### config.mk
export PLATFORM = sky130hd
export DESIGN_NAME = poci_serializer
export DESIGN_NICKNAME = d
export VERILOG_FILES = /design/src/rtl/poci_serializer.sv
export SDC_FILE = /design/constraint.sdc
export NUM_CORES = 1
export LEC_CHECK = 0
export ABC_AREA = 1
export BUFFER_PORTS_ARGS = -buffer_cell sky130_fd_sc_hd__buf_2
export CAP_MARGIN = 20
export CORE_MARGIN = 5
export CORE_UTILIZATION = 52
export CTS_CLUSTER_SIZE = 20
export DETAILED_ROUTE_END_ITERATION = 7
export GPL_TIMING_DRIVEN = 0
export HOLD_SLACK_MARGIN = 0.08
export PLACE_DENSITY = 0.74
export RECOVER_POWER = 25
export SETUP_SLACK_MARGIN = 0.4
export SLEW_MARGIN = 40
export SYNTH_ARGS = -nofsm -noshare
export SYNTH_HDL_FRONTEND = slang
export SYNTH_SLANG_ARGS = --single-unit
### constraint.sdc
create_clock -name sclk -period 1.8 [get_ports sclk]
set_input_delay 0.54 -clock sclk [delete_from_list [all_inputs] [get_ports sclk]]
set_output_delay 0.54 -clock sclk [all_outputs]
set_load 0.02 [all_outputs]
### src/rtl/poci_serializer.sv
// poci_serializer
// Parallel-to-serial readout stage for the POCI line, clocked by the SPI clock.
// At each byte boundary it loads either the sync header (address slot) or the
// addressed register byte, then shifts it out MSB first. It also tracks a
// saturating data-byte count and a mod-256 checksum of every data byte loaded.
//
// Ports
//   sclk        in   SPI clock; all state updates on posedge
//   rst         in   asynchronous active-high reset (sclk-stop / external reset)
//   msg_flag    in   byte-boundary flag from PICO; every posedge with it high loads
//   addr_ptr    in   [7:0] PICO address pointer; 0 marks an address slot
//   rd_data     in   [7:0] POCI mux output for addr_ptr
//   poci        out  serial readout bit (shift register MSB)
//   tx_active   out  high in HDR or DATA
//   data_count  out  [7:0] data bytes loaded since reset, saturating at 255
//   checksum    out  [7:0] sum mod 256 of data bytes loaded since reset
//
// state | meaning
// ------+-----------------------------------------------------------
// IDLE  | after reset, nothing loaded yet; shift register holds
// HDR   | shifting out SYNC_BYTE (address byte being received)
// DATA  | shifting out a register byte
// 3     | illegal; returns to IDLE on the next non-load edge

module poci_serializer #(
    parameter logic [7:0] SYNC_BYTE = 8'hA5
) (
    input  logic       sclk,
    input  logic       rst,
    input  logic       msg_flag,
    input  logic [7:0] addr_ptr,
    input  logic [7:0] rd_data,
    output logic       poci,
    output logic       tx_active,
    output logic [7:0] data_count,
    output logic [7:0] checksum
);

    localparam logic [1:0] ST_IDLE = 2'd0;
    localparam logic [1:0] ST_HDR  = 2'd1;
    localparam logic [1:0] ST_DATA = 2'd2;

    logic [1:0] state_q, state_d;
    logic [7:0] sr_q, sr_d;
    logic [7:0] data_count_q, data_count_d;
    logic [7:0] checksum_q, checksum_d;

    always_comb begin
        state_d      = state_q;
        sr_d         = sr_q;
        data_count_d = data_count_q;
        checksum_d   = checksum_q;

        if (msg_flag) begin
            // A load edge overrides whatever state we are in, including illegal.
            if (addr_ptr == 8'h00) begin
                sr_d    = SYNC_BYTE;
                state_d = ST_HDR;
            end else begin
                sr_d         = rd_data;
                state_d      = ST_DATA;
                data_count_d = (data_count_q == 8'hFF) ? data_count_q
                                                       : data_count_q + 8'd1;
                checksum_d   = checksum_q + rd_data;
            end
        end else begin
            case (state_q)
                ST_HDR, ST_DATA: sr_d = {sr_q[6:0], 1'b0};
                ST_IDLE:         sr_d = sr_q;
                default:         state_d = ST_IDLE;
            endcase
        end
    end

    always_ff @(posedge sclk or posedge rst) begin
        if (rst) begin
            state_q      <= ST_IDLE;
            sr_q         <= 8'h00;
            data_count_q <= 8'h00;
            checksum_q   <= 8'h00;
        end else begin
            state_q      <= state_d;
            sr_q         <= sr_d;
            data_count_q <= data_count_d;
            checksum_q   <= checksum_d;
        end
    end

    // Outputs decode only registered state, so nothing combinational reaches them from inputs.
    assign poci       = sr_q[7];
    assign tx_active  = (state_q == ST_HDR) || (state_q == ST_DATA);
    assign data_count = data_count_q;
    assign checksum   = checksum_q;

endmodule

==> results of run 1 <==
cell usage after synthesis:
cell      number  area, um2
a21oi_1       11      55.05
buf_4          2      15.01
buf_6          1      11.26
dfrtp_1       26      650.6
fa_1           1      20.02
ha_1           9      112.6
inv_1         22      82.58
inv_2          1      3.750
nand2_1       68      255.2
nand2_4        1      11.26
nand3_1       16      80.08
nand3b_1       4      30.03
nand4_1        1      6.260
nand4_4        1      21.27
nor2_1        17      63.81
nor2_4         3      33.78
nor3_1         1      5.000
o21ai_0       14      70.07
o21ai_4        1      16.27
or2_2          3      18.77
xnor2_1        4      35.03
xor2_1         2      17.52
cell families (layout without fill, tap and decap cells):
kind of cell / count (synthesis) / after routing / share of synthesized area
and+or+nand+nor: 115 / 116 / 0.3253
DFF: 26 / 26 / 0.4028
xor gates and xnor gates: 6 / 6 / 0.03253
adders and majority gates: 10 / 10 / 0.08211
AOI/OAI and AO/OA: 26 / 26 / 0.08753
buffers and inverters: 26 / 95 / 0.06971
sequential cells by signal, summed over array words and instances, names as in the netlist:
signal / flops
state_q: 2
data_count: 8
checksum: 8
sr_q: 8
routing by layer:
metal,routed length (um),GRT usage,vias up
met2,2318,0.3617,50
met1,1765,0.2535,774
met3,285,0.04103,11
met4,82,0.07513,0
li1,-,-,807
met5,0,0,-
worst reg2reg max path, delay by kind of cell (launching register included):
| family | cells | cell delay [ps] |
|---|---|---|
| adders and majority gates | 2 | 460 |
| buffers and inverters | 2 | 110 |
| DFF | 1 | 420 |
| and+or+nand+nor | 7 | 440 |
stage by stage:
step                      hold slack, ps  setup WS (ps)  instances  cell area (um2)  TNS [ps]
after floorplan                    443.9          200.8        209             1697         0
after global placement             462.9         -12.35        288             1927    -12.35
after detailed placement           469.5         -15.91        288             1927    -15.91
after CTS                          240.3          99.28        309             2240         0
after global routing               464.8          61.97        323             2434         0
final                              400.8          97.57        323             2434         0
layout make-up:
| type | count | share of cell area |
|---|---|---|
| multi-input cells | 158 | 0.4211 |
| flip-flops and latches | 26 | 0.2704 |
| repair buffers | 65 | 0.2247 |
| inverters | 23 | 0.03548 |
| well taps | 44 | 0.02262 |
| clock buffers | 4 | 0.01491 |
| plain buffers | 3 | 0.01080 |
report_power, final:
group | internal [mW] | switching, mW | total (mW)
sequential | 0.749 | 0.153 | 0.902
clock | 0.124 | 0.189 | 0.313
combinational | 1.06 | 0.960 | 2.02
total | 1.93 | 1.30 | 3.23
how the worst min path moves through the flow:
stage | depth (start not counted) | endpoint | slack (ps)
after floorplan | 2 | sr_q[0] | 440
after global placement | 2 | sr_q[5] | 460
after detailed placement | 2 | sr_q[5] | 470
after CTS | 2 | data_count[2] | 240
after global routing | 3 | sr_q[3] | 460
final | 2 | data_count[5] | 400
repair_timing:
action	in CTS	in global routing
buffers inserted	16	14
cloned	1	0
setup endpoints to repair	32	36
hold endpoints to repair	0	0
resized for setup	46	24
pin swaps	12	23
==> results.cfg, run 1 <==
[pwr]
powerDensity_nw_per_um2 = 1328
vdd.ir_drop.worst_mv = 0.8260
leakage_nw = 1.238
power.total_mw = 3.231

[clock_tree]
path_clk_slew_ps = 150
clock_sinks = 26
total_number_of_h_tree_levels = 1
numCtsBuffers = 3
cts-root-buf = clkbuf_4
worst_skew_pair.late_latency_ps = 340
clock_tree_from_tritoncts = built
cts_hold_repair.buffers = 0
cts_buffer_depth = 2

[finish]
final_common_cell = nand2_1
mostFrequentLayoutCells = 60 x nand2_1, 28 x buf_6, 23 x buf_4, 20 x inv_1, 20 x dfrtp_1
sequential_cell_area_um2 = 658.1
n_fill_cell = 203
footprint_of_the_multi_input_gates_um2 = 1025
final_layout_size_suffix_gt1_frac = 0.4014
relative_area_change_from_synthesis_to_final_layout_pct = 50.66
antennaDiodeCount = 0
fin_util = 0.8037
finalNetCount = 309

[timing]
setup_viol = 0
rsz_0062_raised_after_global_routing = yes
hold_violations = 0
crit_share_post_route = 0.9458
clock-skew-final_ps = 2.680
worst_slew_pin_slew_ps = 983.1
timing.final.max_slew_violations = 0
final.min_clock_period_ps = 1702
worst_slew_margin_rel = 0.3439
achievable_frequency_ghz = 0.5874

[setup_path]
timing.critical_path.max_delay_family = flip-flops
setup_slack_on_the_worst_flop_to_flop_path_ps = 260
crit_path_start = state_q[0]
end_of_the_critical_path = tx_active
critPathMaxStageDelay_ps = 440
worst_ep_required_time_ps = 1260
path_cells = ha_4 -> buf_6
worst_ep_arrival_time_ps = 1160
crit-reg2reg-capture = checksum[6]
timing.reg2reg.worst_path_depth = 11
critical_path_fanouts_max = 2
critical_path.slowest_cell = dfrtp_1
cp_num_buf_inv = 1
endpoint_kind = output pin
r2r_start = checksum[0]
criticalPathCategory = flop to output pin
path_depth = 2
setup.worst_path.start_class = flop

[grt]
grtUsageTotal = 0.2084
grt_antenna_before_repair = 0
grt_overflow = 0
largest_net_degree_at_the_start_of_global_routing = 27
global_route_wire_length_before_repair_um = 6879
grt_pass1_vias = 1500

[outcome]
status = finished clean

[synth]
post_synth_inst_count = 209
synth_fp_nets = 238
post_synth_instance_area_um2 = 1615
synth.yosys.seq_area_share = 0.4028
yosysUniqueCellTypes = 22
ys_seq_elements = 26
synth.avg_cell_area_um2 = 7.729
yosysWarnings = 0

[worst_hold_path]
hp-class = input port to async pin

[placed_design]
portBuffers = 35
routabilityCongestion = 0.8180
post-dp-hpwl_um = 2635

[floorplan]
core_um2 = 3028
rows = 20
fp.dieArea_um2 = 4321
fp.dieW_um = 65.74
start_util = 0.5335
io-pin-count = 37
die_height_um = 65.74

[route]
viasPerCell = 5.084
drt-wirelength-per-cell_um = 13.78
detail_route.drc_violations = 0
sum_of_routed_wire_length_over_all_layers_um = 4451
dr_total_vias = 1642
ant_nets = 0
initialDrtViolationCount = 112
drt_pass1_iterations = 4

[flow_run]
max-cap-violations = 0
No activity file was read; power rests on OpenSTA's default activity.
==> inputs of run 2 (changes only) <==
ABC_AREA = default   (was 1)
CORE_UTILIZATION = 34   (was 52)
PLACE_DENSITY = 0.52   (was 0.74)
==> results.cfg, run 2 <==
[synth]
yosysWarnings = 0
yosysUniqueCellTypes = 33
synth-main-ff-cell = dfrtp_1
async_reset_ff_frac = 1.000
ys_seq_elements = 26
synth.yosys.seq_area_share = 0.4581
synth_fp_nets = 172
synth.avg_cell_area_um2 = 9.931
yosys-top-cells-count = 26 x dfrtp_1, 15 x a21oi_1, 15 x nand2_1
cell_with_the_most_instances_after_synthesis = dfrtp_1
post-synth-top-area-cell = dfrtp_1
post_synth_inst_count = 143
count_of_flip_flops_with_a_built_in_enable_after_synthesis = 0
synth.area.top_cells = dfrtp_1 46%, ha_1 7.9%, a21oi_1 5.3%, xnor2_1 4.3%, nand2_1 4.0%
yosys.area.top_type_share = 0.4581
post_synth_instance_area_um2 = 1420

[timing]
hold_violations = 0
worst_slew_pin_slew_ps = 1047
final.min_clock_period_ps = 1775
worst_slew_margin_rel = 0.3009
rsz_0062_raised_after_global_routing = yes
timing.final.max_slew_violations = 0
achievable_frequency_ghz = 0.5635
crit_share_post_route = 0.9859
clock-skew-final_ps = 1.173
setup_viol = 0
fin_ws_ps = 25.45

[route]
detailroute.wirelength.met2_um = 1931
viasPerCell = 4.937
detail_route.drc_violations = 0
sum_of_routed_wire_length_over_all_layers_um = 3955
drt-met1-wl_um = 1787
highest_layer = met4
dr_total_vias = 1333
drt-wirelength-per-cell_um = 14.65
initialDrtViolationCount = 71
drt_pass1_iterations = 4
ant_nets = 0
met3_wl_post_dr_um = 198

[finish]
stdcell_area_um2 = 2351
mostFrequentLayoutCells = 32 x buf_6, 26 x dfrtp_1, 24 x buf_4, 18 x buf_2, 11 x nand2_1
final_layout_size_suffix_gt1_frac = 0.5136
antennaDiodeCount = 0
relative_area_change_from_synthesis_to_final_layout_pct = 65.55
n_fill_cell = 369
final-instance-count-excl-fill = 270
finalNetCount = 250
final_common_cell = buf_6

[setup_path]
cp_num_buf_inv = 1
worst_ep_arrival_time_ps = 1960
critical_path.slowest_cell = dfrtp_1
setup.worst_path.start_class = flop
critical_path_fanouts_max = 2
endpoint_kind = flop
critPathMostFrequentCell = o21a_1
timing.critical_path.max_delay_family = compound AO/OA/AOI/OAI gates
timing.reg2reg.worst_path_depth = 8
critPathMaxStageDelay_ps = 390
worst_ep_required_time_ps = 1990
path_depth = 8
path_cells = ha_2 -> inv_2 -> fa_2 -> nor2b_2 -> o31a_1 -> o21a_1 -> o21a_1 -> o31ai_2
criticalPathCategory = flop to flop

[pwr]
leakage_nw = 1.087
powerDensity_nw_per_um2 = 1475
vdd.ir_drop.worst_mv = 0.6664

[placed_design]
placed_area_um2 = 1662
post-place-cells = 228
dp_slack_ps = -332.8
post-dp-hpwl_um = 2438
routabilityCongestion = 0.7571
portBuffers = 35

[grt]
grt_overflow = 0
grt_pass1_vias = 1331
grt_antenna_before_repair = 0
largest_net_degree_at_the_start_of_global_routing = 27
grtUsageTotal = 0.1436
global_route_wire_length_before_repair_um = 6203

[floorplan]
io-pin-count = 37
die_height_um = 74.63
fp.dieArea_um2 = 5570
core_um2 = 4029
start_util = 0.3525
fp.dieW_um = 74.63
rows = 23

[clock_tree]
numCtsBuffers = 3
clock_sinks = 26
path_clk_slew_ps = 100
clock_tree_from_tritoncts = built
total_number_of_h_tree_levels = 1
worst_skew_pair.late_latency_ps = 270
cts_buffer_depth = 2
cts-root-buf = clkbuf_8

[flow_run]
max-cap-violations = 0

[worst_hold_path]
worst_hold_path.num_cells = 1
hp-class = flop to flop

[outcome]
status = finished clean
-- run 2: cell count changes after synthesis, sizes merged, moves of 4 or more --
cell    delta
o21ai      -7
inv       -14
o21a       +4
nor2      -10
nand2     -54
nand3     -14
a21oi      +4
nand4      +4
nand3b     -4
-- run 2: final timing paths --
kind | endpoint | from | slack (ps)
worst max-delay path | checksum[6] | checksum[0] | 30
worst min-delay path | checksum[7] | checksum[7] | 460
worst max register to register | checksum[6] | checksum[0] | 30
worst min register to register | checksum[7] | checksum[7] | 460
max in group asynchronous | checksum[5] | rst | 670
min in group asynchronous | state_q[0] | rst | 510
-- run 2: metal layers --
metal  track usage  vias up
met5             0        -
li1              -      658
met1        0.1920      644
met4       0.05138        0
met3       0.02136        4
met2        0.2371       27
-- run 2: kinds of logic after synthesis --
logic type | synth area share
buffers and inverters | 0.03524
adders and majority gates | 0.09339
and+or+nand+nor | 0.1533
xor gates and xnor gates | 0.06784
muxes | 0.01762
DFF | 0.4581
AOI/OAI and AO/OA | 0.1745
-- run 2: timing repair --
| action | in CTS | in global routing |
|---|---|---|
| setup buffers | 20 | 17 |
| setup endpoints to repair | 35 | 42 |
| cloned | 1 | 0 |
| hold buffers | 0 | 0 |
| pin swaps | 21 | 17 |
| gates resized for setup | 62 | 22 |
-- run 2: cell type report --
cell class	count	area, um2	share of cell area
repair buffers	73	619.3	0.2634
plain buffers	4	23.77	0.01011
inverters	9	33.78	0.01437
multi-input cells	104	889.6	0.3784
clock buffers	3	41.29	0.01756
flip-flops and latches	26	650.6	0.2767
clock inverters	1	30.03	0.01277
well taps	50	62.56	0.02661
-- run 2: where the power goes --
group | switching (mW) | internal, mW
Combinational | 0.861 | 1.13
Clock | 0.197 | 0.298
Sequential | 0.204 | 0.775
Total | 1.26 | 2.21
-- run 2: per-stage QoR --
stage                     setup TNS, ps    util  hold WS [ps]  power (mW)
after floorplan                  -133.5       -         449.7       1.775
after global placement            -4005  0.4124         452.2       2.087
after detailed placement          -4149  0.4124         458.0       2.126
after CTS                        -5.612  0.5307         331.3       3.154
after global routing             -75.79  0.5835         474.2       3.693
final                                 0  0.5835         462.7       3.467
